File: config.mk
export PLATFORM = sky130hd
export DESIGN_NAME = keypad_scanner_flat
export DESIGN_NICKNAME = d
export VERILOG_FILES = /design/src/rtl/keypad_pkg.sv /design/src/rtl/keypad_scanner_if.sv /design/src/rtl/keypad_sync2.sv /design/src/rtl/keypad_scanner.sv /design/src/flat_wrapper.sv
export SDC_FILE = /design/constraint.sdc
export NUM_CORES = 1
export LEC_CHECK = 0
export ABC_CLOCK_PERIOD_IN_PS = 5700
export CAP_MARGIN = 20
export CORE_MARGIN = 3
export CORE_UTILIZATION = 35
export CTS_BUF_LIST = sky130_fd_sc_hd__clkbuf_2
export DETAILED_ROUTE_END_ITERATION = 6
export GPL_ROUTABILITY_DRIVEN = 1
export REMOVE_ABC_BUFFERS = 1
export SYNTH_ARGS = -nofsm -noshare
export SYNTH_HDL_FRONTEND = slang
export SYNTH_SLANG_ARGS = --single-unit
File: constraint.sdc
create_clock -name clock_100Mhz -period 5.7 [get_ports clock_100Mhz]
set_input_delay 0.57 -clock clock_100Mhz [delete_from_list [all_inputs] [get_ports clock_100Mhz]]
set_output_delay 0.57 -clock clock_100Mhz [all_outputs]
set_load 0.02 [all_outputs]
File: src/rtl/keypad_pkg.sv
// keypad_pkg: shared definitions for the 4x4 matrix keypad scanner.
//   kp_state_e : debounce FSM states
//   KEYMAP     : 16-entry key code table indexed by {row[1:0], col[1:0]}
//   COL_INIT   : column drive after reset (col0 driven low)
package keypad_pkg;

  typedef enum logic [1:0] {
    StIdle,
    StConfirm,
    StHeld
  } kp_state_e;

  // Entry [r*4+c] is the hex code printed on the key at row r, column c.
  //   row0: 1 2 3 A   row1: 4 5 6 B   row2: 7 8 9 C   row3: 0 F E D
  localparam logic [15:0][3:0] KEYMAP = 64'hDEF0_C987_B654_A321;

  localparam logic [3:0] COL_INIT = 4'b1110;

endpackage

File: src/rtl/keypad_scanner_if.sv
// keypad_scanner_if: key event bundle produced by the keypad scanner.
//   key_code  : hex code of the last accepted key (held until the next accept)
//   key_valid : one-cycle strobe when key_code is (re)issued
//   key_down  : high while the accepted key is considered held
// Modports: master (scanner side, drives), slave (consumer side, observes).
interface keypad_scanner_if;

  logic [3:0] key_code;
  logic       key_valid;
  logic       key_down;

  modport master (
    output key_code,
    output key_valid,
    output key_down
  );

  modport slave (
    input key_code,
    input key_valid,
    input key_down
  );

endinterface

File: src/rtl/keypad_sync2.sv
// keypad_sync2: 4-bit two-flop synchronizer for the asynchronous keypad rows.
//   clk_i  : destination clock
//   rst_ni : asynchronous active-low reset (both stages load ResetVal)
//   d_i    : asynchronous input
//   q_o    : synchronized output
module keypad_sync2 #(
  parameter logic [3:0] ResetVal = 4'hF
) (
  input  logic       clk_i,
  input  logic       rst_ni,
  input  logic [3:0] d_i,
  output logic [3:0] q_o
);

  logic [3:0] meta_q;
  logic [3:0] sync_q;

  always_ff @(posedge clk_i or negedge rst_ni) begin
    if (!rst_ni) begin
      meta_q <= ResetVal;
      sync_q <= ResetVal;
    end else begin
      meta_q <= d_i;
      sync_q <= meta_q;
    end
  end

  assign q_o = sync_q;

endmodule

File: src/rtl/keypad_scanner.sv
// keypad_scanner: scans a 4x4 matrix keypad one column at a time, debounces
// new presses over whole scans and reports them as a 4-bit hex code.
//   clock_100Mhz : system clock
//   reset        : asynchronous active-low reset
//   row          : keypad rows, active-low, asynchronous to the clock
//   col          : column drive, exactly one bit low
//   key          : key_code / key_valid / key_down (keypad_scanner_if master)
// Optional feature: define KEYPAD_REPEAT_EN to re-pulse key_valid every
// REPEAT_SCANS scans while the accepted key stays held.
module keypad_scanner
  import keypad_pkg::*;
#(
  parameter int unsigned SCAN_DIV       = 100000,
  parameter int unsigned DEBOUNCE_SCANS = 4,
  parameter int unsigned REPEAT_SCANS   = 250
) (
  input  logic             clock_100Mhz,
  input  logic             reset,
  input  logic [3:0]       row,
  output logic [3:0]       col,
  keypad_scanner_if.master key
);

  if (SCAN_DIV < 4 || DEBOUNCE_SCANS < 1 || REPEAT_SCANS < 1) begin : gen_param_check
    $error("keypad_scanner: illegal parameter value");
  end

  localparam int unsigned       TimerW    = $clog2(SCAN_DIV);
  localparam logic [TimerW-1:0] TimerLast = TimerW'(SCAN_DIV - 1);
  localparam int unsigned       CntW      = $clog2(DEBOUNCE_SCANS + 1);
  localparam logic [CntW-1:0]   CntDone   = CntW'(DEBOUNCE_SCANS);
`ifdef KEYPAD_REPEAT_EN
  localparam int unsigned       RepW      = $clog2(REPEAT_SCANS + 1);
  localparam logic [RepW-1:0]   RepLast   = RepW'(REPEAT_SCANS - 1);
`endif

  logic [3:0] row_s;

  keypad_sync2 #(
    .ResetVal (4'hF)
  ) u_sync (
    .clk_i  (clock_100Mhz),
    .rst_ni (reset),
    .d_i    (row),
    .q_o    (row_s)
  );

  logic [TimerW-1:0] timer_q, timer_d;
  logic [3:0]        col_q, col_d;
  logic              hit_q, hit_d;
  logic [3:0]        code_q, code_d;
  kp_state_e         state_q, state_d;
  logic [3:0]        cand_q, cand_d;
  logic [CntW-1:0]   cnt_q, cnt_d;
  logic [3:0]        key_code_q, key_code_d;
  logic              key_valid_q, key_valid_d;
  logic              key_down_q, key_down_d;
`ifdef KEYPAD_REPEAT_EN
  logic [RepW-1:0]   rep_q, rep_d;
`endif

  logic            slot_end;
  logic            scan_end;
  logic [1:0]      col_idx;
  logic [1:0]      samp_row;
  logic            samp_hit;
  logic [3:0]      samp_code;
  logic            scan_hit;
  logic [3:0]      scan_code;
  logic [CntW-1:0] cnt_inc;
  logic            accept;

  // Slot timer and column rotation (low bit first).
  assign slot_end = (timer_q == TimerLast);
  assign timer_d  = slot_end ? '0 : timer_q + 1'b1;
  assign col_d    = slot_end ? {col_q[2:0], col_q[3]} : col_q;

  always_comb begin
    col_idx = 2'd0;
    unique case (col_q)
      4'b1110: col_idx = 2'd0;
      4'b1101: col_idx = 2'd1;
      4'b1011: col_idx = 2'd2;
      4'b0111: col_idx = 2'd3;
      default: col_idx = 2'd0;
    endcase
  end

  // Lowest-index low row in the current column.
  always_comb begin
    samp_row = 2'd0;
    for (int i = 3; i >= 0; i--) begin
      if (!row_s[i]) samp_row = 2'(i);
    end
  end

  assign samp_hit  = (row_s != 4'hF);
  assign samp_code = KEYMAP[{samp_row, col_idx}];
  assign scan_end  = slot_end && (col_idx == 2'd3);

  // Columns are visited low-first, so the first hit of a scan already has
  // the lowest column; later hits in the same scan are ignored.
  assign scan_hit  = hit_q | samp_hit;
  assign scan_code = hit_q ? code_q : samp_code;

  always_comb begin
    hit_d  = hit_q;
    code_d = code_q;
    if (scan_end) begin
      hit_d  = 1'b0;
      code_d = 4'h0;
    end else if (slot_end && !hit_q && samp_hit) begin
      hit_d  = 1'b1;
      code_d = samp_code;
    end
  end

  assign cnt_inc = cnt_q + 1'b1;

  // Debounce FSM; only advances on the last cycle of a full scan.
  always_comb begin
    state_d     = state_q;
    cand_d      = cand_q;
    cnt_d       = cnt_q;
    key_code_d  = key_code_q;
    key_valid_d = 1'b0;
    key_down_d  = key_down_q;
    accept      = 1'b0;
`ifdef KEYPAD_REPEAT_EN
    rep_d       = rep_q;
`endif
    if (scan_end) begin
      unique case (state_q)
        StIdle: begin
          if (scan_hit) begin
            if (DEBOUNCE_SCANS == 1) begin
              accept = 1'b1;
            end else begin
              state_d = StConfirm;
              cand_d  = scan_code;
              cnt_d   = CntW'(1);
            end
          end
        end
        StConfirm: begin
          if (!scan_hit) begin
            state_d = StIdle;
            cnt_d   = '0;
          end else if (scan_code != cand_q) begin
            cand_d = scan_code;
            cnt_d  = CntW'(1);
          end else if (cnt_inc == CntDone) begin
            accept = 1'b1;
          end else begin
            cnt_d = cnt_inc;
          end
        end
        StHeld: begin
          if (scan_hit) begin
            cnt_d = '0;
          end else if (cnt_inc == CntDone) begin
            state_d    = StIdle;
            key_down_d = 1'b0;
            cnt_d      = '0;
          end else begin
            cnt_d = cnt_inc;
          end
`ifdef KEYPAD_REPEAT_EN
          if (scan_hit && (scan_code == key_code_q)) begin
            if (rep_q == RepLast) begin
              key_valid_d = 1'b1;
              rep_d       = '0;
            end else begin
              rep_d = rep_q + 1'b1;
            end
          end else begin
            rep_d = '0;
          end
`endif
        end
        default: state_d = StIdle;
      endcase

      // On accept scan_code equals the candidate, so it is used directly.
      if (accept) begin
        key_code_d  = scan_code;
        key_valid_d = 1'b1;
        key_down_d  = 1'b1;
        state_d     = StHeld;
        cnt_d       = '0;
`ifdef KEYPAD_REPEAT_EN
        rep_d       = '0;
`endif
      end
    end
  end

  always_ff @(posedge clock_100Mhz or negedge reset) begin
    if (!reset) begin
      timer_q     <= '0;
      col_q       <= COL_INIT;
      hit_q       <= 1'b0;
      code_q      <= 4'h0;
      state_q     <= StIdle;
      cand_q      <= 4'h0;
      cnt_q       <= '0;
      key_code_q  <= 4'h0;
      key_valid_q <= 1'b0;
      key_down_q  <= 1'b0;
`ifdef KEYPAD_REPEAT_EN
      rep_q       <= '0;
`endif
    end else begin
      timer_q     <= timer_d;
      col_q       <= col_d;
      hit_q       <= hit_d;
      code_q      <= code_d;
      state_q     <= state_d;
      cand_q      <= cand_d;
      cnt_q       <= cnt_d;
      key_code_q  <= key_code_d;
      key_valid_q <= key_valid_d;
      key_down_q  <= key_down_d;
`ifdef KEYPAD_REPEAT_EN
      rep_q       <= rep_d;
`endif
    end
  end

  assign col           = col_q;
  assign key.key_code  = key_code_q;
  assign key.key_valid = key_valid_q;
  assign key.key_down  = key_down_q;

endmodule

File: src/flat_wrapper.sv
// flat-port wrapper written by rule: the top's interface ports become plain ports
module keypad_scanner_flat import keypad_pkg::*;
#(
  parameter int unsigned SCAN_DIV       = 100000,
  parameter int unsigned DEBOUNCE_SCANS = 4,
  parameter int unsigned REPEAT_SCANS   = 250
)
  (clock_100Mhz, reset, row, col, key_key_code, key_key_valid, key_key_down);
  keypad_scanner_if key_i ();
  input  logic clock_100Mhz;
  input  logic reset;
  input  logic [3:0] row;
  output logic [3:0] col;
  output wire logic [$bits(key_i.key_code)-1:0] key_key_code;
  output wire logic [$bits(key_i.key_valid)-1:0] key_key_valid;
  output wire logic [$bits(key_i.key_down)-1:0] key_key_down;
  assign key_key_code = key_i.key_code;
  assign key_key_valid = key_i.key_valid;
  assign key_key_down = key_i.key_down;
  keypad_scanner #(.SCAN_DIV(SCAN_DIV), .DEBOUNCE_SCANS(DEBOUNCE_SCANS), .REPEAT_SCANS(REPEAT_SCANS)) u_core (.clock_100Mhz(clock_100Mhz), .reset(reset), .row(row), .col(col), .key(key_i));
endmodule
# Yosys cells after proc, flatten, opt, wreduce, memory -nomap -nowiden
# Memory sizes are Yosys's and may differ from the RTL's.
# Cells that the tools add are included.
op_classes:
  add_sub_neg: 2
  magnitude_cmp: 1
  eq_ne: 19
  muxes: 41
  n_bitwise: 1
  n_reduce_logical: 15
ops:
  columns: ["cell", "n"]
  rows:
  - ["$mux 4", 7]
  - ["$mux 3", 7]
  - ["$mux 2", 9]
  - ["$add 17x1->17 const B", 1]
  - ["$eq 17x17->1 const B", 1]
  - ["$mux 17", 1]
  - ["$mux 1", 13]
  - ["$pmux 2 s3", 2]
  - ["$reduce_and 5->1", 2]
  - ["$pmux 3 s3", 1]
  - ["$eq 4x4->1 const B", 2]
  - ["$pmux 4 s2", 1]
  - ["$reduce_and 4->1", 2]
  - ["$reduce_bool 2->1", 4]
  - ["$ne 2x1->1 const B", 3]
  - ["$ne 3x1->1 const B", 2]
  - ["$ne 3x3->1 const B", 2]
  - ["$lt 4x5->1 const B", 1]
  - ["$ne 5x5->1 const B", 1]
  - ["$eq 2x2->1 const B", 2]
  - ["$eq 4x3->1 const B", 1]
  - ["$ne 4x4->1", 1]
  - ["$ne 4x4->1 const B", 1]
  - ["$reduce_bool 4->1", 1]
  - ["other kinds (9)", 11]
totals:
  register_bits: 49
  mem_bits_ro: 64
  input_bits: 6
  output_inout_bits: 10
  wordCells: 92
  memories: 1
mem_list:
  columns: ["memory", "words", "width", "rd", "rd_ports_with_merged_regs", "write_ports", "line_no", "source"]
  rows:
  - ["(name not given)", 16, 4, 1, 0, 0, "keypad_scanner.sv:98", "assign samp_code = KEYMAP[{samp_row, col_idx}];"]

# Longest topological paths before layout
depth:
  ltp_word: 14
  ltp_mapped: 12
  depth_no_buf: 10

# Hierarchy
# Synthesis repeated with hierarchy kept, for this count alone.
hier_totals:
  hier_cells: 271
  area_unflattened_um2: 2755.1
modules_own_cells:
  columns: ["module", "instances", "cells_each", "area_per_inst_um2"]
  rows:
  - ["keypad_scanner", 1, 263, 2544.9]
  - ["keypad_sync2", 1, 8, 210.2]

# Worst setup path before layout
# No wires, ideal clock.
synth_path:
  kind: "register to register"
  start: "register u_core.col_q[3], in the netlist u_core.col[3]"
  end: "register u_core.key_code_q[0], in the netlist u_core.key.key_code[0]"
  arrival_ns: 2.843
  setup_slack_ns: 2.732
  path_stages_with_launch: 13
  n_path_buf: 2
  synth_period_minus_slack_ns: 2.968
  path_cell_list: "dfstp_2 -> xnor2_1 -> or2_1 -> buf_6 -> inv_1 -> ha_1 -> nand2b_1 -> a21oi_2 -> or4_4 -> a221oi_4 -> and4_1 -> buf_6 -> mux2_4"
synth_via:
  elab_chain_cells: 11
synth_rtl:
  columns: ["item", "line_no", "source"]
  rows:
  - ["from (decl)", "keypad_scanner.sv:49", "logic [3:0] col_q, col_d;"]
  - ["from (signal assigned)", "keypad_scanner.sv:215", "col_q <= col_d;"]
  - ["$eq 4x3->1 or $eq 4x4->1 (tied branches)", "keypad_scanner.sv:80", "unique case (col_q)"]
  - ["$pmux 2 s3 (*)", "keypad_scanner.sv:80", null]
  - ["$mem_v2 16x4", null, null]
  - ["$mux 4 (implied by the code)", "keypad_scanner.sv:98", null]
  - ["$mux 4", "keypad_scanner.sv:104", "assign scan_code = hit_q ? code_q : samp_code;"]
  - ["$ne 4x4->1", "keypad_scanner.sv:149", "end else if (scan_code != cand_q) begin"]
  - ["$mux 1", "keypad_scanner.sv:149", null]
  - ["$mux 1", "keypad_scanner.sv:146", "if (!scan_hit) begin"]
  - ["$mux 1", "keypad_scanner.sv:133", "unique case (state_q)"]
  - ["$mux 1", "keypad_scanner.sv:132", "if (scan_end) begin"]
  - ["$reduce_and 2->1 (no source line)", null, null]
  - ["to (signal assigned)", "keypad_scanner.sv:221", "key_code_q <= key_code_d;"]
  - ["to (decl)", "keypad_scanner.sv:55", "logic [3:0] key_code_q, key_code_d;"]
# Every way passes the cells marked *; elsewhere a longest branch is shown, timed or not. The select of a mux whose other input is x is not followed.
# A chain may end at the register's enable or synchronous reset.

# Final worst setup path
layout_path:
  start: "register u_core.col_q[1], in the netlist u_core.col[1]"
  end: "register u_core.key_code_q[0], in the netlist u_core.key.key_code[0]"
# Same word-level chain as after synthesis.

==> flow_summary.yaml <==
outcome:
  status: "completed"
power_and_ir_drop:
  internal-power_mw: 0.484
  p_clk_frac: 0.382
  power_leakage_nw: 1.39
  power_density_nw_per_um2: 196
  power_switching_mw: 0.137
  p_seq_frac: 0.576
  peakVddDrop_uv: 100
  switching_share: 0.221
  comb_power_share: 0.041
sta:
  report.final.slew_viol_count: 0
  fin_crit_ns: 3.25
  rsz0062_at_grt: "no"
  fmax_mhz: 308
  clock_skew_ns: 0.00496
  worst_slew_pin_slew_ns: 0.770
  setup_tns_ns: 0
  hold_viol: 0
  final.period_utilization: 0.570
  setup_viol: 0
  slew_headroom: 0.481
clock_network:
  cts_hold_buf: 0
  worstSkewPairLatency_ns: 0.42
  cts_buffers: 5
  cts_tree: "yes"
  clk_path_buf_depth: 2
  clock_sink_count: 49
  clkTransAtPathRegs_ns: 0.26
  ctsResizeCount: 0
  cts_setup_buffers: 0
  cts_max_level: 2
  cts-root-buf: "clkbuf_2"
placed_design:
  dp.cells: 392
  io_buffer_count: 15
  gp_congestion: 0.854
  dpl.hpwl_mm: 4.07
critical_path:
  r2r-start: "u_core.col[1]$_DFFE_PN1N_"
  worst-r2r-cell-count: 10
  timing.rr.end: "u_core.key.key_code[0]$_DFFE_PN0P_"
  cp_slowest_cell: "dfstp_2"
  cp_cell_sequence: "xnor2_1, or2_1, inv_1, ha_1, nand2b_1, a21oi_2, or4_4, a221oi_4, and4_1, mux2_4"
  critPathMaxFanout: 7
  crit_type: "flip-flop to flip-flop"
  cpPeakStageDelay_ns: 0.64
  ff2ff_setup_slack_ns: 2.45
  crit_path_end_kind: "flip-flop"
  critPathArrivalTime_ns: 3.60
  cp.required_ns: 6.05
  start_kind: "flip-flop"
finish:
  num-fill-cells: 785
  num-nets-final: 316
  multi_input_area_um2: 1530
  regArea_um2: 1240
  area_growth_pct: 11.6
  antenna-diode-count: 0
  final_layout_size_suffix_gt1_frac: 0.141
  final_cells: 400
logic_synthesis:
  yosysTopAreaCellShare: 0.334
  synth_warnings: 0
  async_flop_share: 1.00
  synth_most_common_cell: "nand2_1"
  synth_cell_type_count: 62
  netlist_instances: 282
  ys_seq_elements: 49
  synthTopCellsByCount: "42 x nand2_1, 38 x dfrtp_1, 16 x nor2_1"
  netlist_area_um2: 2850
  synth-main-ff-cell: "dfrtp_1"
  synth_area_leaders: "dfrtp_1 33%, dfstp_2 10%, ha_1 5.7%, nand2_1 5.5%, xnor2_1 3.4%"
  ys_seq_area_frac: 0.436
  synth_edf_count: 0
  synth_top_area_cell: "dfrtp_1"
  syn_avg_cell_area_um2: 10.1
global_routing:
  antenna_found_initial: 0
  grt_max_degree: 50
  grt_use_total: 0.136
  grt_pass1_vias: 2063
  grt_overflow: 0
  grt_pass1_wl_mm: 9.78
floorplanning:
  core_um2: 7810
  io_pins: 16
  dieArea_um2: 9250
  die_y_um: 96.2
  die-width_um: 96.2
  initial_utilization: 0.365
  num_rows: 32
drt:
  drtIter0Drc: 130
  detail_route.vias_per_cell: 5.19
  dr.pass1.iters: 4
  wl_mm: 5.62
  routed-via-count: 2074
  ant_nets: 0
  wire_per_inst_um: 14.0
  drc: 0
hold_path:
  hp-class: "input port to asynchronous set/reset pin"
job:
  max-cap-violations: 0
==> sequential cells by signal (all words and copies together) (netlist names), 3 cells and up <==
register              flops
u_core.cand_q             4
u_core.cnt_q              3
u_core.code_q             4
u_core.col                4
u_core.key.key_code       4
u_core.timer_q           17
u_core.u_sync.meta_q      4
u_core.u_sync.q_o         4
==> layout by cell type (no fill, tap or decap), types with 4 or more instances in the layout <==
cell | netlist | layout
a21oi_1 | 7 | 7
and3_1 | 8 | 8
and4_1 | 5 | 5
clkbuf_2 | 0 | 5
clkdlybuf4s50_1 | 0 | 14
dfrtp_1 | 38 | 38
dfstp_2 | 11 | 11
ha_1 | 13 | 13
inv_1 | 7 | 7
mux2_2 | 4 | 4
nand2_1 | 42 | 42
nand2b_1 | 8 | 8
nand3_1 | 8 | 8
nand4_1 | 5 | 5
nor2_1 | 16 | 16
nor3b_1 | 4 | 4
o21ai_0 | 13 | 13
o31ai_1 | 4 | 4
xnor2_1 | 11 | 11
xor2_1 | 8 | 8
==> critical path: cells and delay by family (launching register included) <==
kind / cells / cell delay (ns)
AO/OA/AOI/OAI: 2 / 0.42
multiplexers: 1 / 0.33
AND/OR/NAND/NOR: 4 / 1.31
XOR/XNOR: 1 / 0.14
flip-flops: 1 / 0.64
buffers and inverters: 1 / 0.11
adder cells (fa/ha/maj): 1 / 0.23
==> power by group through the flow <==
stage          clock, mW  combinational (mW)  sequential [mW]
2_1_floorplan          0              0.0125            0.362
3_3_place_gp           0              0.0265            0.363
3_5_place_dp           0              0.0263            0.363
4_1_cts            0.249              0.0264            0.358
5_1_grt            0.264              0.0294            0.359
6_report           0.237              0.0257            0.358
==> final cells by class <==
type / count / share of cell area
clock inverter: 3 / 0.0217
tap: 102 / 0.0402
sequential: 49 / 0.390
multi-input combinational: 217 / 0.481
inverter: 7 / 0.00827
timing repair buffer: 17 / 0.0504
clock buffer: 5 / 0.00788
==> worst max-delay path by stage <==
| stage | cells past startpoint | startpoint | slack [ns] | endpoint |
|---|---|---|---|---|
| after floorplan | 10 | u_core.col[3]$_DFFE_PN1N_ | 2.62 | u_core.key.key_code[0]$_DFFE_PN0P_ |
| after global placement | 10 | u_core.col[3]$_DFFE_PN1N_ | 2.55 | u_core.key.key_code[1]$_DFFE_PN0P_ |
| after detailed placement | 10 | u_core.col[1]$_DFFE_PN1N_ | 2.47 | u_core.key.key_code[0]$_DFFE_PN0P_ |
| after CTS | 10 | u_core.col[1]$_DFFE_PN1N_ | 2.43 | u_core.key.key_code[0]$_DFFE_PN0P_ |
| after global routing | 10 | u_core.col[1]$_DFFE_PN1N_ | 2.21 | u_core.key.key_code[0]$_DFFE_PN0P_ |
| final | 10 | u_core.col[1]$_DFFE_PN1N_ | 2.45 | u_core.key.key_code[0]$_DFFE_PN0P_ |
==> cells by family after synthesis <==
family | count (synthesis) | synth area share
muxes | 10 | 0.0466
xor gates and xnor gates | 19 | 0.0585
DFF | 49 | 0.436
buffers and inverters | 16 | 0.0277
AOI/OAI and AO/OA | 49 | 0.132
and+or+nand+nor | 126 | 0.242
adders and majority gates | 13 | 0.0571
==> per-layer routing <==
| layer | global-route usage | up-vias | part of all wire |
|---|---|---|---|
| li1 | - | 1040 | - |
| met1 | 0.193 | 992 | 0.51 |
| met2 | 0.203 | 36 | 0.43 |
| met3 | 0.0297 | 6 | 0.047 |
| met4 | 0.0521 | 0 | 0.013 |
| met5 | 0 | - | 0 |
==> metrics by stage <==
| stage | util | setup WS (ns) | instance area [µm²] | hold slack (ns) | power [mW] |
|---|---|---|---|---|---|
| 6_report | 0.407 | 2.45 | 3180 | 0.192 | 0.621 |
| 5_1_grt | 0.407 | 2.21 | 3180 | 0.192 | 0.653 |
| 4_1_cts | 0.407 | 2.43 | 3180 | 0.176 | 0.634 |
| 3_5_place_dp | 0.395 | 2.47 | 3080 | 0.347 | 0.390 |
| 3_3_place_gp | 0.395 | 2.55 | 3080 | 0.346 | 0.390 |
| 2_1_floorplan | - | 2.62 | 2790 | 0.274 | 0.375 |
No activity file was read; power rests on OpenSTA's default activity.
